==> config.mk <==
export PLATFORM = sky130hd
export DESIGN_NAME = ps2_kbd_ctrl
export DESIGN_NICKNAME = d
export VERILOG_FILES = /design/src/rtl/ps2_pkg.sv /design/src/rtl/ps2_scan2ascii.sv /design/src/rtl/ps2_kbd_ctrl.sv
export SDC_FILE = /design/constraint.sdc
export NUM_CORES = 1
export LEC_CHECK = 0
export ABC_AREA = 1
export CAP_MARGIN = 10
export CORE_MARGIN = 3
export CORE_UTILIZATION = 53
export CTS_BUF_LIST = sky130_fd_sc_hd__clkbuf_16
export DETAILED_ROUTE_END_ITERATION = 6
export PLACE_DENSITY = 0.89
export SLEW_MARGIN = 20
export SYNTH_ARGS = -nofsm -noshare
export SYNTH_HDL_FRONTEND = slang
export SYNTH_SLANG_ARGS = --single-unit
==> constraint.sdc <==
create_clock -name clk -period 2.31 [get_ports clk]
set_input_delay 0.3465 -clock clk [delete_from_list [all_inputs] [get_ports clk]]
set_output_delay 0.3465 -clock clk [all_outputs]
set_load 0.1 [all_outputs]
==> src/rtl/ps2_pkg.sv <==
// Shared types and constants for the PS/2 keyboard controller slice.
// Prefix bytes, FSM states and the packed key-event record.
package ps2_pkg;

  localparam logic [7:0] PS2_PREFIX_EXT = 8'hE0;
  localparam logic [7:0] PS2_PREFIX_BRK = 8'hF0;

  typedef enum logic [1:0] {
    ST_IDLE   = 2'd0,
    ST_POP    = 2'd1,
    ST_SETTLE = 2'd2
  } ps2_state_e;

  typedef struct packed {
    logic [7:0] code;
    logic       ext;
    logic       brk;
    logic       rep;
  } ps2_evt_t;

  function automatic logic is_prefix(input logic [7:0] b);
    return (b == PS2_PREFIX_EXT) || (b == PS2_PREFIX_BRK);
  endfunction

endpackage

==> src/rtl/ps2_scan2ascii.sv <==
// Combinational scan-code set 2 to lowercase ASCII map.
// Covers letters, digits, space, enter and backspace; everything else maps to 0x00.
module ps2_scan2ascii (
  input  logic [7:0] code_i,
  output logic [7:0] ascii_o
);

  // Lookup table
  always_comb begin
    case (code_i)
      8'h1C: ascii_o = 8'h61; 8'h32: ascii_o = 8'h62; 8'h21: ascii_o = 8'h63;
      8'h23: ascii_o = 8'h64; 8'h24: ascii_o = 8'h65; 8'h2B: ascii_o = 8'h66;
      8'h34: ascii_o = 8'h67; 8'h33: ascii_o = 8'h68; 8'h43: ascii_o = 8'h69;
      8'h3B: ascii_o = 8'h6A; 8'h42: ascii_o = 8'h6B; 8'h4B: ascii_o = 8'h6C;
      8'h3A: ascii_o = 8'h6D; 8'h31: ascii_o = 8'h6E; 8'h44: ascii_o = 8'h6F;
      8'h4D: ascii_o = 8'h70; 8'h15: ascii_o = 8'h71; 8'h2D: ascii_o = 8'h72;
      8'h1B: ascii_o = 8'h73; 8'h2C: ascii_o = 8'h74; 8'h3C: ascii_o = 8'h75;
      8'h2A: ascii_o = 8'h76; 8'h1D: ascii_o = 8'h77; 8'h22: ascii_o = 8'h78;
      8'h35: ascii_o = 8'h79; 8'h1A: ascii_o = 8'h7A;
      8'h45: ascii_o = 8'h30; 8'h16: ascii_o = 8'h31; 8'h1E: ascii_o = 8'h32;
      8'h26: ascii_o = 8'h33; 8'h25: ascii_o = 8'h34; 8'h2E: ascii_o = 8'h35;
      8'h36: ascii_o = 8'h36; 8'h3D: ascii_o = 8'h37; 8'h3E: ascii_o = 8'h38;
      8'h46: ascii_o = 8'h39;
      8'h29: ascii_o = 8'h20; 8'h5A: ascii_o = 8'h0D; 8'h66: ascii_o = 8'h08;
      default: ascii_o = 8'h00;
    endcase
  end

endmodule

==> src/rtl/ps2_kbd_ctrl.sv <==
// Drains the PS/2 receiver FIFO, folds E0/F0 prefixes into key events,
// tracks the held key for typematic detection and offers events over valid/ready.
module ps2_kbd_ctrl
  import ps2_pkg::*;
#(
  parameter int CNT_W = 16
) (
  input  logic             clk,
  input  logic             rst,
  input  logic             kb_ready,
  input  logic [7:0]       kb_data,
  input  logic             kb_overflow,
  output logic             kb_nextdata_n,
  output logic             evt_valid,
  input  logic             evt_ready,
  output logic [7:0]       evt_code,
  output logic             evt_ext,
  output logic             evt_break,
  output logic             evt_repeat,
  output logic [7:0]       evt_ascii,
  output logic             held_valid,
  output logic [7:0]       held_code,
  output logic             held_ext,
  output logic [CNT_W-1:0] press_cnt,
  output logic             ovf_err,
  input  logic             ovf_clr
);

  ps2_state_e       state_q, state_d;
  logic             nextdata_n_q, nextdata_n_d;
  logic [7:0]       byte_q;
  logic             ext_f_q, ext_f_d, brk_f_q, brk_f_d;
  ps2_evt_t         evt_q, evt_d;
  logic             evt_valid_q, evt_valid_d;
  logic [7:0]       ascii_q, ascii_d;
  logic             held_valid_q, held_valid_d, held_ext_q, held_ext_d;
  logic [7:0]       held_code_q, held_code_d;
  logic [CNT_W-1:0] press_cnt_q, press_cnt_d;
  logic             ovf_err_q, ovf_err_d;
  logic [7:0]       ascii_s;
  logic             key_match_s;

  ps2_scan2ascii u_map (
    .code_i  (byte_q),
    .ascii_o (ascii_s)
  );

  assign key_match_s = held_valid_q && (held_code_q == byte_q) && (held_ext_q == ext_f_q);

  // FSM state register
  always_ff @(posedge clk or negedge rst) begin
    if (!rst) state_q <= ST_IDLE;
    else      state_q <= state_d;
  end

  // FSM next state: only fetch a byte when no event is pending
  always_comb begin
    case (state_q)
      ST_IDLE: begin
        if (kb_ready && !evt_valid_q) state_d = ST_POP;
        else                          state_d = ST_IDLE;
      end
      ST_POP:    state_d = ST_SETTLE;
      ST_SETTLE: state_d = ST_IDLE;
      default:   state_d = ST_IDLE;
    endcase
  end

  // FSM output: pop strobe registered so it is low exactly during POP
  always_comb begin
    if (state_d == ST_POP) nextdata_n_d = 1'b0;
    else                   nextdata_n_d = 1'b1;
  end

  // Decode, held-key tracking and event register next state
  always_comb begin
    ext_f_d      = ext_f_q;
    brk_f_d      = brk_f_q;
    evt_d        = evt_q;
    ascii_d      = ascii_q;
    held_valid_d = held_valid_q;
    held_code_d  = held_code_q;
    held_ext_d   = held_ext_q;
    press_cnt_d  = press_cnt_q;
    if (evt_valid_q && evt_ready) evt_valid_d = 1'b0;
    else                          evt_valid_d = evt_valid_q;

    if (state_q == ST_SETTLE) begin
      if (byte_q == PS2_PREFIX_EXT) begin
        ext_f_d = 1'b1;
      end else if (byte_q == PS2_PREFIX_BRK) begin
        brk_f_d = 1'b1;
      end else begin
        evt_d.code  = byte_q;
        evt_d.ext   = ext_f_q;
        evt_d.brk   = brk_f_q;
        evt_d.rep   = !brk_f_q && key_match_s;
        ascii_d     = ext_f_q ? 8'h00 : ascii_s;
        evt_valid_d = 1'b1;
        ext_f_d     = 1'b0;
        brk_f_d     = 1'b0;
        if (brk_f_q) begin
          if (key_match_s) held_valid_d = 1'b0;
          else             held_valid_d = held_valid_q;
        end else if (!key_match_s) begin
          held_valid_d = 1'b1;
          held_code_d  = byte_q;
          held_ext_d   = ext_f_q;
          press_cnt_d  = press_cnt_q + CNT_W'(1);
        end else begin
          held_valid_d = held_valid_q;
        end
      end
    end else begin
      evt_d = evt_q;
    end

    // Overflow corrupts the byte stream, so any half-built prefix is dropped
    if (kb_overflow) begin
      ext_f_d = 1'b0;
      brk_f_d = 1'b0;
    end else begin
      ext_f_d = ext_f_d;
    end

    if (kb_overflow)  ovf_err_d = 1'b1;
    else if (ovf_clr) ovf_err_d = 1'b0;
    else              ovf_err_d = ovf_err_q;
  end

  // Datapath registers
  always_ff @(posedge clk or negedge rst) begin
    if (!rst) begin
      nextdata_n_q <= 1'b1;
      byte_q       <= 8'h00;
      ext_f_q      <= 1'b0;
      brk_f_q      <= 1'b0;
      evt_q        <= '0;
      evt_valid_q  <= 1'b0;
      ascii_q      <= 8'h00;
      held_valid_q <= 1'b0;
      held_code_q  <= 8'h00;
      held_ext_q   <= 1'b0;
      press_cnt_q  <= '0;
      ovf_err_q    <= 1'b0;
    end else begin
      nextdata_n_q <= nextdata_n_d;
      if (state_q == ST_POP) byte_q <= kb_data;
      ext_f_q      <= ext_f_d;
      brk_f_q      <= brk_f_d;
      evt_q        <= evt_d;
      evt_valid_q  <= evt_valid_d;
      ascii_q      <= ascii_d;
      held_valid_q <= held_valid_d;
      held_code_q  <= held_code_d;
      held_ext_q   <= held_ext_d;
      press_cnt_q  <= press_cnt_d;
      ovf_err_q    <= ovf_err_d;
    end
  end

  assign kb_nextdata_n = nextdata_n_q;
  assign evt_valid     = evt_valid_q;
  assign evt_code      = evt_q.code;
  assign evt_ext       = evt_q.ext;
  assign evt_break     = evt_q.brk;
  assign evt_repeat    = evt_q.rep;
  assign evt_ascii     = ascii_q;
  assign held_valid    = held_valid_q;
  assign held_code     = held_code_q;
  assign held_ext      = held_ext_q;
  assign press_cnt     = press_cnt_q;
  assign ovf_err       = ovf_err_q;

endmodule

==> reports/qor.json <==
{
  "netlist_instances": 487,
  "worstSetupPathType": "reg2reg",
  "path_max_fanout": 12,
  "minimum_clock_period_ns": 2.06,
  "gr-usage-met2": 0.428,
  "ys.warnings.count": 0,
  "synth_top_cells_by_area": "sky130_fd_sc_hd__dfrtp_1, sky130_fd_sc_hd__nand2_1, sky130_fd_sc_hd__o21ai_0, sky130_fd_sc_hd__inv_1, sky130_fd_sc_hd__nand3_1",
  "drt-initial-drc-count": 281,
  "dr_total_vias": 3473,
  "max_freq_ghz": 0.486,
  "synth_largest_type_area_fraction": 0.411,
  "nFillCells": 528,
  "drive_above_1_share": 0.192,
  "antenna_cells": 0,
  "cts_setup_buffers": 0,
  "r2r_slack_ns": 0.25,
  "io_pins": 62,
  "die_height_um": 87.6,
  "cell_accounting_for_the_most_synthesized_area": "sky130_fd_sc_hd__dfrtp_1",
  "route.detailed.vias_per_inst": 5.44,
  "ctsHtreeMaxLevel": 3,
  "gr-total-overflow": 0,
  "ys_seq_area_frac": 0.418,
  "clock_latency_ns": 0.33,
  "area_of_combinational_cells_with_multiple_inputs_um2": 1730,
  "grt_first_pass_wirelength_um": 15600,
  "crit_path_max_incr_delay_ns": 0.42,
  "final.setup_skew_ns": 0.00804,
  "met1_track_utilization_from_global_routing": 0.332,
  "worstPathArrival_ns": 2.25,
  "report.final.slew_viol_count": 0,
  "rr_startpoint": "held_code[2]$_DFFE_PN0P_",
  "die_outline_area_um2": 7680,
  "run_status": "finished, final reports clean",
  "crit-reg2reg-capture": "press_cnt[8]$_DFFE_PN0P_",
  "drv_cap": 0,
  "tightest_pin_transition_ns": 0.527,
  "crit_path_start_kind": "register",
  "dp.final_hpwl_um": 6860,
  "hold_path.class": "in2async",
  "synth_area_um2": 3530,
  "area.growth.synth_to_final_pct": 24.7,
  "drc": 0,
  "pin_count_of_the_biggest_net_entering_global_routing": 42,
  "groute.layer.met3.usage": 0.0499,
  "antenna_found_initial": 0,
  "synth.avg_cell_area_um2": 7.25,
  "gp_routability_congestion": 0.962,
  "timing_hold_violations_final": 0,
  "fin_crit_sh": 0.891,
  "cts_hold_buf": 0,
  "grt_pass1_vias": 3331,
  "tritoncts_clock_tree": "built",
  "number_of_nets_with_antenna_violations_after_detailed_routing": 0,
  "cts.repair.resized": 0,
  "detail_route.first_pass.iterations": 4,
  "io_buffers": 60,
  "initial_core_util": 0.553,
  "clock_tree.buffer_depth": 2,
  "cts_root_buffer": "sky130_fd_sc_hd__clkbuf_16",
  "synthesized_netlist_net_count": 511,
  "fin_tns_setup_ns": 0,
  "timing.critical_path.mode_cell": "sky130_fd_sc_hd__inv_1",
  "synth-seq-cells": 59,
  "grt_use_total": 0.263,
  "ff_latch_area_um2": 1490,
  "design.final.nets": 581,
  "tritoncts.num_buffers": 9,
  "crit_chain": "or2_2, a21oi_1, nand3_1, nor3_1, inv_1, ha_1, inv_1, nor2_4, buf_4, nand2_1, o21ai_0",
  "post_drt_wl_per_cell_um": 14.8,
  "number_of_failing_setup_endpoints_in_the_final_timing_report": 0,
  "yosysUniqueCellTypes": 37,
  "core_area_um2": 6390,
  "num_rows": 29,
  "routed_wirelength_um": 9440,
  "grt_busiest_layer": "met2",
  "worstPathRequired_ns": 2.50,
  "clock_sink_count": 59,
  "slew_headroom": 0.646,
  "cts.reportedPaths.clkPinSlew_ns": 0.05,
  "cp_slowest_cell": "sky130_fd_sc_hd__dfrtp_2",
  "timing.reg2reg.worst_path_depth": 11,
  "die-width_um": 87.6,
  "unrepaired_setup_endpoints_after_global_routing": "false",
  "timing.critical_path.to_type": "register"
}
==> through the flow <==
stage | std cells | cell area (um^2) | hold WS [ns] | setup slack, ns | util
floorplan | 487 | 3540 | 0.0509 | 0.00162 | -
global route | 639 | 4400 | 0.129 | 0.0284 | 0.689
detailed placement | 623 | 4120 | 0.444 | 0.259 | 0.644
finish | 639 | 4400 | 0.0865 | 0.251 | 0.689
global placement | 623 | 4120 | 0.431 | 0.360 | 0.644
CTS | 639 | 4400 | 0.0975 | 0.238 | 0.689
==> worst max path at each step <==
| stage | start | slack [ns] | cells past startpoint | end |
|---|---|---|---|---|
| 2_1_floorplan | held_code[5]$_DFFE_PN0P_ | 0.002 | 9 | held_valid$_DFFE_PN0P_ |
| 3_3_place_gp | held_code[2]$_DFFE_PN0P_ | 0.36 | 9 | held_valid$_DFFE_PN0P_ |
| 3_5_place_dp | held_code[2]$_DFFE_PN0P_ | 0.26 | 9 | held_valid$_DFFE_PN0P_ |
| 4_1_cts | held_code[2]$_DFFE_PN0P_ | 0.24 | 11 | press_cnt[8]$_DFFE_PN0P_ |
| 5_1_grt | held_code[2]$_DFFE_PN0P_ | 0.03 | 11 | press_cnt[2]$_DFFE_PN0P_ |
| 6_report | held_code[2]$_DFFE_PN0P_ | 0.25 | 11 | press_cnt[8]$_DFFE_PN0P_ |
==> synthesized netlist by cell type <==
master                     number
sky130_fd_sc_hd__o21bai_1       1
sky130_fd_sc_hd__nand3b_1       2
sky130_fd_sc_hd__xor2_1         7
sky130_fd_sc_hd__buf_8          1
sky130_fd_sc_hd__clkbuf_2       1
sky130_fd_sc_hd__o31ai_1        1
sky130_fd_sc_hd__and3_1         1
sky130_fd_sc_hd__o21ai_2        5
sky130_fd_sc_hd__nand2_1      176
sky130_fd_sc_hd__nor2_4         1
sky130_fd_sc_hd__conb_1         1
sky130_fd_sc_hd__a31oi_1        2
sky130_fd_sc_hd__nand3_4        1
sky130_fd_sc_hd__buf_6          4
sky130_fd_sc_hd__dfstp_2        1
sky130_fd_sc_hd__buf_2          7
sky130_fd_sc_hd__nor2_2         1
sky130_fd_sc_hd__clkbuf_1       3
sky130_fd_sc_hd__nand4_1        5
sky130_fd_sc_hd__dfrtp_1       58
sky130_fd_sc_hd__or2_2          3
sky130_fd_sc_hd__inv_4          1
sky130_fd_sc_hd__o211ai_1       2
sky130_fd_sc_hd__a21oi_1       10
sky130_fd_sc_hd__inv_1         46
sky130_fd_sc_hd__inv_2          3
sky130_fd_sc_hd__nand2_2        2
sky130_fd_sc_hd__xnor2_1        4
sky130_fd_sc_hd__nand3_2        2
sky130_fd_sc_hd__nand2_4        1
sky130_fd_sc_hd__nand3_1       32
sky130_fd_sc_hd__buf_4          3
sky130_fd_sc_hd__ha_1          10
sky130_fd_sc_hd__o21ai_1        1
sky130_fd_sc_hd__o21ai_0       40
sky130_fd_sc_hd__nor3_1         9
sky130_fd_sc_hd__nor2_1        39
==> per-layer routing <==
metal,wire (um),vias to the layer above
met4,279,0
met2,4530,138
met5,0,-
li1,-,1682
met3,615,27
met1,4010,1626
==> final cells by class <==
cell class | count | area share
clock buffers | 9 | 0.0512
well taps | 77 | 0.0219
repair buffers | 78 | 0.139
clock inverters | 7 | 0.0142
multi-input cells | 359 | 0.393
flip-flops and latches | 59 | 0.338
inverters | 50 | 0.0432
==> logic make-up (layout without fill, tap and decap cells) <==
logic type                 count (synthesis)  count (layout)  synth area share
AOI/OAI and AO/OA                         62              62            0.0967
DFF                                       59              59             0.418
adders and majority gates                 10              10            0.0354
and+or+nand+nor                          275             275             0.329
buffers and inverters                     69             144            0.0918
xor gates and xnor gates                  11              11            0.0273
other                                      1               1           0.00106
==> registers in the layout, summed over array words and instances, names as in the netlist, 2 cells and up <==
register   count
press_cnt     16
byte_q         8
evt_code       8
held_code      8
evt_ascii      7
state_q        2
==> worst max-delay path, delay by kind of cell (launching register included) <==
| family | cells | cell delay (ns) |
|---|---|---|
| simple gates | 5 | 0.71 |
| fa+ha+maj | 1 | 0.19 |
| compound gates | 2 | 0.24 |
| buf+inv | 3 | 0.36 |
| flops | 1 | 0.42 |
==> layout by cell type, fill, tap and decap left out, drive strengths merged, types with 2 or more instances in the layout <==
cell,n
or2,3
a21oi,10
nand2,179
o211ai,2
o21ai,46
ha,10
xnor2,4
buf,66
clkdlybuf4s50,12
dfrtp,58
a31oi,2
inv,52
nand4,5
clkbuf,9
nor2,41
clkinv,2
clkinvlp,2
xor2,7
nand3,35
nand3b,2
nor3,9
Power is not shown: default switching activity piles up to over one toggle a cycle in this logic, so the estimate is an artifact.
==> variant, RTL diff (same flow settings) <==
The parameter `CNT_W` goes from 16 to 32.
--- a/src/rtl/ps2_kbd_ctrl.sv
+++ b/src/rtl/ps2_kbd_ctrl.sv
@@ -4,5 +4,5 @@
   import ps2_pkg::*;
 #(
-  parameter int CNT_W = 16
+  parameter int CNT_W = 32
 ) (
   input  logic             clk,
Ports: changed (resized press_cnt); port bits go from 62 to 78. The function was not compared with the original's and may differ.
==> variant against the unedited design <==
Utilization decreased by 0.33 points; sequential cell count increased by 16; final area increased by 29%; final cell count increased by 35%; worst setup slack got worse by 0.071 ns; area after synthesis increased by 30%; hold slack improved by 0.38 ns; routed wire length increased by 47%.
==> variant: results (changes against the unedited design) <==
input/output buffers 76 (+27%); met1 usage 41.37% (+8.2 points); Int Pwr 3.672 mW; post-placement cell area 0.005320 sq mm (+29%); fill count 710 (+34%); post-DP HPWL 9.897 mm (+44%); layout cells sized above 1 16.51% (-2.7 points); Longest Clk Path Bufs 2 (unchanged); Root Driver clkbuf_16; Final #Nets 776 (+34%); post-synthesis cell type count 36 (-2.7%); synth cell count leaders 263 x nand2_1, 85 x nor2_1, 74 x dfrtp_1; Seq/Total Area, Yosys 40.89% (-0.96 points); gpl congestion 0.9767 (+1.5%); async set-or-reset flop fraction in the synthesized netlist 100.0% (unchanged); worst reg2reg endpoint press_cnt[19]; status finished clean; crit path DAT 2.35 ns (+0.10 ns); Startpoint Class register; ys flop type dfrtp_1; met3 Usage GRT 5.680% (+0.69 points); worst r2r src byte_q[0]; DRT iter0 DRCs 570 (+100%); flop2flop setup slack 0.18 ns (-0.07 ns); via count 4867 (+40%); crit end category register; VDD IR max 1.273 mV; R2R depth 13 (+2); antenna cell count 0 (unchanged); Total GRT Usage 27.45% (+1.1 points); H-Tree Depth 3 (unchanged); complex-gate fraction of the synthesized area 8.662% (-1.0 points); Pre-antenna DRT Iters 5 (+1); XOR/XNOR share of the synthesized area 1.525% (-1.2 points); largest net degree at the start of global routing 49 (+17%); CTS buffer count 9 (unchanged); synth top area cells dfrtp_1 40%, nand2_1 21%, nor2_1 6.9%; clock latency on the worst-skew pair 0.33 ns (about the same); Routed WL 13.92 mm (+47%); mux cell area share after synthesis 0% (unchanged); Hold Path Class in2async; Clock Pin Slew Worst Setup and Hold Paths 0.06 ns; warnings from Yosys 0 (unchanged); Post-Synth Adder-Cell Area 2.724% (-0.82 points); Syn Nets 691 (+35%); leak pwr 2.723 nW; clk_skew 0.004842 ns (-0.003197 ns); initial antenna violation count 0 (unchanged); vias in the first global route 4313 (+29%); fin. max-slew vios 0 (unchanged); Largest register FFs 32 (+16); met2 usage in global routing 41.27% (-1.5 points); first-pass GRT wire length 21.63 mm (+38%); worst-path fanout max 17 (+5)
variant: changes by cell type in the layout (fill, tap and decap cells not counted), sizes merged, moves of 11 or more:
cell	unedited run	this run
dfrtp	58	74
nand2	179	269
buf	66	80
nor2	41	94
o21ai	46	60
nand3b	2	13
variant: kinds of logic after synthesis:
family	after synthesis
simple gates	429
compound gates	76
flops	75
buf+inv	68
fa+ha+maj	10
xor+xnor	8
other cells	1
variant: layout make-up:
class / count / area (sq um) / share of cell area, %
clock buffers: 9 / 225.2 / 3.955
inverters: 46 / 172.7 / 3.032
clock inverters: 7 / 68.82 / 1.209
flip-flops and latches: 75 / 1883 / 33.07
repair buffers: 93 / 768.2 / 13.49
multi-input cells: 527 / 2445 / 42.94
well taps: 105 / 131.4 / 2.307
variant: through the flow:
step | instances | hold WS [ns] | worst slack, ns
floorplan | 667 | 0.05091 | 0.003798
finish | 862 | 0.4707 | 0.1801
global placement | 841 | 0.2878 | 0.1143
CTS | 858 | 0.4799 | 0.03309
detailed placement | 841 | 0.2928 | 0.04663
global route | 862 | 0.5009 | 0.02033
variant: worst min path at each step:
stage	endpoint
floorplan	brk_f_q
global placement	evt_ascii[5]
detailed placement	evt_ascii[4]
CTS	held_valid
global route	evt_ascii[4]
finish	evt_ascii[4]
variant: worst max-delay path, cell delays in order, from the launching register on:
cell and delay [ns]:
dfrtp_1 0.41, clkinv_1 0.18, nand2_1 0.10, o21ai_0 0.08, nor2_1 0.15, nand2_1 0.08
nor3_2 0.20, inv_1 0.07, ha_2 0.24, inv_2 0.17, nor2_4 0.06, buf_12 0.15
nand3b_1 0.08, nand2_1 0.05
variant: metal layers:
| layer | share of wire [%] | routed length (microns) |
|---|---|---|
| met3 | 11 | 1470 |
| met5 | 0 | 0 |
| met2 | 45 | 6268 |
| met1 | 43 | 5966 |
| met4 | 1.5 | 213 |
variant: what timing repair did:
item | 4_1_cts | 5_1_grt
setup endpoints to repair | 0 | 36
setup buffers | 0 | 1
hold endpoints to repair | 26 | 0
hold buffers | 1 | 0
resized for setup | 0 | 6
variant: power groups by stage:
stage | Sequential (mW) | Clock (mW) | Combinational [mW]
2_1_floorplan | 3.52 | 0 | 1.92
3_3_place_gp | 1.94 | 0 | 4.55
3_5_place_dp | 1.96 | 0 | 4.59
4_1_cts | 1.94 | 1.39 | 4.61
5_1_grt | 1.98 | 1.45 | 5.14
6_report | 1.94 | 1.38 | 4.80
